`src/rtl/result_collector_pkg.sv`:
```
// Shared defaults, PE indexing helper and FSM encoding for the result collector.
// Combinational helpers only; no state, no latency, no flow control.
package result_collector_pkg;

  localparam int SIZE_DEF = 8;
  localparam int DW_DEF   = 16;

  localparam logic [1:0] ST_IDLE    = 2'd0;
  localparam logic [1:0] ST_COLLECT = 2'd1;
  localparam logic [1:0] ST_SEND    = 2'd2;

  function automatic int idx(input int r, input int c, input int size = SIZE_DEF);
    return r * size + c;
  endfunction

endpackage

```
`src/rtl/result_collector_row_slot.sv`:
```
// One row of shadow registers with capture mask; captures on rise, 1-cycle to full.
// A pop (i_clr) frees the row before same-cycle captures; a rise on a held bit is reported as a drop.
module collector_row_slot import result_collector_pkg::*; #(
  parameter int SIZE = SIZE_DEF,
  parameter int DW   = DW_DEF
) (
  input  logic               clk,
  input  logic               rst_n,
  input  logic [SIZE-1:0]    i_rise,
  input  logic [SIZE*DW-1:0] i_data,
  input  logic               i_clr,
  output logic [SIZE*DW-1:0] o_data,
  output logic               o_full_nxt,
  output logic               o_any_nxt,
  output logic               o_drop
);

  logic [SIZE-1:0]    r_mask;
  logic [SIZE*DW-1:0] r_shadow;
  logic [SIZE-1:0]    w_mask_base;
  logic [SIZE-1:0]    w_cap;
  logic [SIZE-1:0]    w_mask_nxt;

  // Clearing first lets a next-tile rise land in the slot being popped.
  assign w_mask_base = i_clr ? '0 : r_mask;
  assign w_cap       = i_rise & ~w_mask_base;
  assign w_mask_nxt  = w_mask_base | w_cap;

  always_ff @(posedge clk or negedge rst_n) begin
    if (!rst_n) begin
      r_mask   <= '0;
      r_shadow <= '0;
    end else begin
      r_mask <= w_mask_nxt;
      for (int c = 0; c < SIZE; c++) begin
        if (w_cap[c]) r_shadow[c*DW +: DW] <= i_data[c*DW +: DW];
      end
    end
  end

  assign o_data     = r_shadow;
  assign o_full_nxt = &w_mask_nxt;
  assign o_any_nxt  = |w_mask_nxt;
  assign o_drop     = |(i_rise & w_mask_base);

endmodule

```
`src/rtl/result_collector.sv`:
```
// Snapshots PE results on finish rises and drains complete rows in order; row valid 1 cycle after its last rise.
// Beats hold stable under out_ready low; captures into still-held slots are dropped and flagged on overrun.
module result_collector import result_collector_pkg::*; #(
  parameter int SIZE = SIZE_DEF,
  parameter int DW   = DW_DEF,
  parameter int RW   = $clog2(SIZE)
) (
  input  logic                    clk,
  input  logic                    rst_n,
  input  logic [SIZE*SIZE-1:0]    finish,
  input  logic [SIZE*SIZE*DW-1:0] pe_result,
  output logic                    out_valid,
  input  logic                    out_ready,
  output logic [SIZE*DW-1:0]      out_data,
  output logic [RW-1:0]           out_row,
  output logic                    out_last,
  output logic                    tile_done,
  output logic                    overrun
);

  logic [SIZE*SIZE-1:0] r_finish_q;
  logic [SIZE*SIZE-1:0] w_rise;
  logic [RW-1:0]        r_row_ptr;
  logic [RW-1:0]        w_ptr_nxt;
  logic [1:0]           r_state;
  logic [1:0]           w_state_nxt;
  logic                 r_tile_done;
  logic                 r_overrun;
  logic                 w_xfer;
  logic                 w_last;
  logic [SIZE-1:0]      w_clr;
  logic [SIZE-1:0]      w_full_nxt;
  logic [SIZE-1:0]      w_any_nxt;
  logic [SIZE-1:0]      w_drop;
  logic [SIZE*DW-1:0]   w_row_data [SIZE];

  assign w_rise    = finish & ~r_finish_q;
  assign w_last    = (r_row_ptr == RW'(SIZE - 1));
  assign w_xfer    = out_valid & out_ready;
  assign w_ptr_nxt = !w_xfer ? r_row_ptr : (w_last ? '0 : r_row_ptr + RW'(1));

  for (genvar r = 0; r < SIZE; r++) begin : g_row
    assign w_clr[r] = w_xfer & (r_row_ptr == RW'(r));

    collector_row_slot #(.SIZE(SIZE), .DW(DW)) u_slot (
      .clk        (clk),
      .rst_n      (rst_n),
      .i_rise     (w_rise[idx(r, 0, SIZE) +: SIZE]),
      .i_data     (pe_result[idx(r, 0, SIZE)*DW +: SIZE*DW]),
      .i_clr      (w_clr[r]),
      .o_data     (w_row_data[r]),
      .o_full_nxt (w_full_nxt[r]),
      .o_any_nxt  (w_any_nxt[r]),
      .o_drop     (w_drop[r])
    );
  end

  // State is derived from the post-update mask so SEND always means full[row_ptr].
  always_comb begin
    w_state_nxt = ST_COLLECT;
    if (!(|w_any_nxt))             w_state_nxt = ST_IDLE;
    else if (w_full_nxt[w_ptr_nxt]) w_state_nxt = ST_SEND;
  end

  always_ff @(posedge clk or negedge rst_n) begin
    if (!rst_n) begin
      r_finish_q  <= '0;
      r_row_ptr   <= '0;
      r_state     <= ST_IDLE;
      r_tile_done <= 1'b0;
      r_overrun   <= 1'b0;
    end else begin
      r_finish_q  <= finish;
      r_row_ptr   <= w_ptr_nxt;
      r_state     <= w_state_nxt;
      r_tile_done <= w_xfer & w_last;
      if (|w_drop) r_overrun <= 1'b1;
    end
  end

  assign out_valid = (r_state == ST_SEND);
  assign out_data  = w_row_data[r_row_ptr];
  assign out_row   = r_row_ptr;
  assign out_last  = out_valid & w_last;
  assign tile_done = r_tile_done;
  assign overrun   = r_overrun;

endmodule

```
`config.mk`:
```
export PLATFORM = sky130hd
export DESIGN_NAME = result_collector
export DESIGN_NICKNAME = d
export VERILOG_FILES = /design/src/rtl/result_collector_pkg.sv /design/src/rtl/result_collector_row_slot.sv /design/src/rtl/result_collector.sv
export SDC_FILE = /design/constraint.sdc
export NUM_CORES = 2
export LEC_CHECK = 0
export CAP_MARGIN = 20
export CORE_AREA = 2 2 479 481
export CTS_BUF_LIST = sky130_fd_sc_hd__clkbuf_8
export CTS_CLUSTER_DIAMETER = 50
export DETAILED_ROUTE_END_ITERATION = 10
export DIE_AREA = 0 0 481 483
export GPL_TIMING_DRIVEN = 1
export PLACE_DENSITY = 0.54
export SYNTH_ARGS = -nofsm -noshare
export SYNTH_HDL_FRONTEND = slang
export SYNTH_SLANG_ARGS = --single-unit
```
`constraint.sdc`:
```
create_clock -name clk -period 7 [get_ports clk]
set_input_delay 1.4 -clock clk [delete_from_list [all_inputs] [get_ports clk]]
set_output_delay 1.4 -clock clk [all_outputs]
set_load 0.005 [all_outputs]
```
==> qor.yml <==
sta:
  maxSlewViolCount: 0
  setup_viol: 0
  max_slew_margin_pct: 7.73
  worst_pin_slew_ns: 1.38
  rsz0062_at_grt: "false"
  worst_slack_ns: 1.32
  finalCritPeriodShare_pct: 81.1
  final.setup.tns_ns: 0
  final.min_clock_period_ns: 5.68
  fmax_mhz: 176
  finalHoldViolCount: 0
  clock_skew_ns: 0.0643
pwr:
  power.switching_uw: 9560
  ir_drop_mv: 0.289
  p_sw_share_pct: 32.8
  power.density_nw_per_um2: 403
  seq_power_share_pct: 37.4
  p_leak_uw: 0.0303
  power_frac_clock_pct: 25.0
  p_comb_share_pct: 37.5
  internal_power_uw: 19600
  fin_total_pwr_uw: 29200
detailed_routing:
  wl_per_cell_um: 29.3
  via_count: 36200
  first_pass_iters: 5
  route.detailed.drc: 0
  wl_mm: 236
  final_antenna_net_count: 0
  drt_iter0_drc: 2011
  routed_via_density: 4.50
worst_setup_path:
  cp_num_buf_inv: 2
  worstPathCellList: "buf_12, mux4_2, nand2_1, nand2_1, clkdlybuf4s50_1"
  crit_slowest_cell: "dfrtp_4"
  critPathRequiredTime_ns: 5.60
  cp-start-kind: "register"
  cpMostUsedCell: "nand2_1"
  path_delay_family: "flip-flops"
  regToRegSetupSlack_ns: 2.52
  cp.arrival_ns: 4.28
  r2r_start: "out_row[1]"
  worst-setup-path-type: "register to output pin"
  r2r_cells: 9
  critical-path-max-stage-delay_ns: 1.01
  worst_setup_path_end_kind: "output pin"
  worst-path-max-fanout: 113
  r2r-end: "r_state[0]"
yosys:
  yosys_warnings: 0
  synth_edf_count: 0
  ys_ff_latch: 1159
  synth-async-reset-ratio_pct: 100
  ys.flop_type: "dfrtp_1"
  syn_inst: 3424
  synthesis.nets: 4521
  syn_avg_cell_area_sq_um: 14.9
  netlist_area_sq_um: 50900
  synth.distinct_cells: 54
  yosysSeqAreaShare_pct: 57.0
place:
  dp.final_hpwl_mm: 181
  place_congestion: 0.891
  placed_area_sq_um: 67300
  place_inst: 7573
  port-buffer-count: 1225
  preCtsSetupSlack_ns: 1.92
floorplan:
  start_util_pct: 22.4
  std_cell_rows: 175
  die_h_um: 483
  io_pins: 1226
  die_x_um: 481
  die_area_sq_um: 232000
  coreArea_sq_um: 227000
global_routing:
  antenna_found_initial: 167
  track_usage_pct: 19.9
  gr-total-overflow: 0
  grt_max_degree: 166
  grt_first_pass_wirelength_mm: 323
  grt_pass1_vias: 39400
layout:
  area_growth_pct: 42.1
  nets: 5887
  final_area_sq_um: 72400
  final_layout_size_suffix_gt1_share_pct: 35.2
  fillerInstances: 22900
  finalNonFillerCells: 8052
run:
  maxCapViolCount: 0
clock_tree:
  post_cts_resized: 0
  cts_hold_buf: 0
  cts_root_buffer: "clkbuf_8"
  htree_levels: 4
  clock_sinks: 1159
  path_clk_slew_ns: 0.06
  numCtsBuffers: 223
  clock_latency_ns: 0.97
  postCtsSetupBuffers: 0
  clk_path_buf_depth: 3
  cts_tree: "built"
outcome:
  status: "completed"
min_path:
  hold_path.class: "input port to asynchronous set/reset pin"
==> routing by layer <==
layer,routed length (um),vias to the layer above,GRT usage (%)
met1,91000,18800,23.0
met4,7520,74,6.55
met5,494,-,0
li1,-,15400,-
met2,117000,1494,33.9
met3,20600,465,7.24
==> cell usage after synthesis (2+ instances only) <==
cell type,instances,area (sq um)
dfrtp_1,1159,29000
mux2_2,1025,11500
a22oi_1,17,128
nand4_1,11,68.8
and4_1,2,17.5
nand3_2,2,20.0
a21boi_1,11,82.6
mux4_2,256,5770
buf_2,3,15.0
or4_1,7,52.6
nand4b_1,2,17.5
a221oi_1,2,17.5
nand3_1,3,15.0
or4b_2,3,30.0
ha_1,6,75.1
inv_1,21,78.8
buf_1,41,154
o22ai_1,13,81.3
a31oi_1,3,18.8
a32o_1,2,20.0
o21ai_0,26,130
nor3_1,5,25.0
nand2_1,490,1840
a21o_1,20,150
and2_1,2,12.5
nand2b_1,38,238
or2_2,2,12.5
nand4b_2,2,30.0
a21oi_1,20,100
a41oi_1,2,17.5
a222oi_1,5,50.1
nor4_1,8,50.1
clkbuf_1,123,462
nor2b_1,52,325
o21ai_1,6,30.0
nor2_1,12,45.0
a22o_1,5,43.8
==> sequential cells by signal (all words and copies together), names as in the netlist <==
name	flops
g_row.u_slot.r_mask	64
g_row.u_slot.o_data	1024
r_state	2
out_row	3
tile_done	1
r_finish_q	64
overrun	1
==> power by group through the flow <==
stage / Sequential, uW / Clock, uW / Combinational [uW]
after CTS: 11000 / 7550 / 11100
after global routing: 11200 / 7860 / 11700
after floorplan: 10100 / 0 / 6610
final: 10900 / 7310 / 11000
after global placement: 11000 / 0 / 11000
after detailed placement: 11100 / 0 / 11100
==> layout by cell type, fill, tap and decap left out, types with 20 or more instances in the layout <==
cell type / Yosys / layout
clkdlybuf4s50_1: 0 / 1224
dfrtp_1: 1159 / 1156
mux2_2: 1025 / 1025
nand2_1: 490 / 489
clkbuf_8: 0 / 283
mux4_2: 256 / 256
inv_1: 21 / 83
buf_4: 1 / 66
diode_2: 0 / 57
nor2b_1: 52 / 52
nand2b_1: 38 / 38
clkinv_2: 0 / 35
o21ai_0: 26 / 26
a21o_1: 20 / 20
==> layout make-up <==
class                           count  area, sq um  area share, %
Antenna cell                       57          143          0.197
Clock buffer                      283         3890           5.38
Clock inverter                    138         1020           1.40
Inverter                           21         83.8          0.116
Multi-Input combinational cell   2076        21300           29.5
Sequential cell                  1159        29000           40.1
Tap cell                         3009         3760           5.20
Timing Repair Buffer             1309        13100           18.2
==> how the worst max path moves through the flow <==
stage,endpoint,start,slack [ns],depth (start not counted)
2_1_floorplan,out_data[100],out_row[0],3.29,6
3_3_place_gp,r_state[0],out_ready,1.91,8
3_5_place_dp,r_state[0],out_ready,1.92,8
4_1_cts,out_data[54],out_row[0],1.33,5
5_1_grt,out_data[63],out_row[1],1.23,5
6_report,out_data[17],out_row[1],1.32,5
==> worst reg2reg max path, cell delays in order, from the launching register on <==
cell and delay [ns]:
dfrtp_4 1.01, buf_12 0.53, ha_1 0.60, nand2b_2 0.19, o21ai_0 0.39, nand2_1 0.12
or4_1 0.52, or4_1 0.49, nor4_1 0.39, a2bb2oi_1 0.12
==> logic make-up after synthesis <==
logic type / count (synthesis) / share of synthesized area [%]
AND/OR/NAND/NOR: 648 / 5.65
AO/OA/AOI/OAI: 141 / 1.86
multiplexers: 1281 / 34.0
flip-flops: 1159 / 57.0
buffers and inverters: 189 / 1.41
adder cells (fa/ha/maj): 6 / 0.147
==> metrics by stage <==
| stage | utilization [%] | hold WS, ns |
|---|---|---|
| 2_1_floorplan | - | 0.446 |
| 3_3_place_gp | 29.6 | 0.477 |
| 3_5_place_dp | 29.7 | 0.478 |
| 4_1_cts | 31.8 | 0.367 |
| 5_1_grt | 31.9 | 0.342 |
| 6_report | 31.9 | 0.375 |
(Power assumes the default switching activity.)
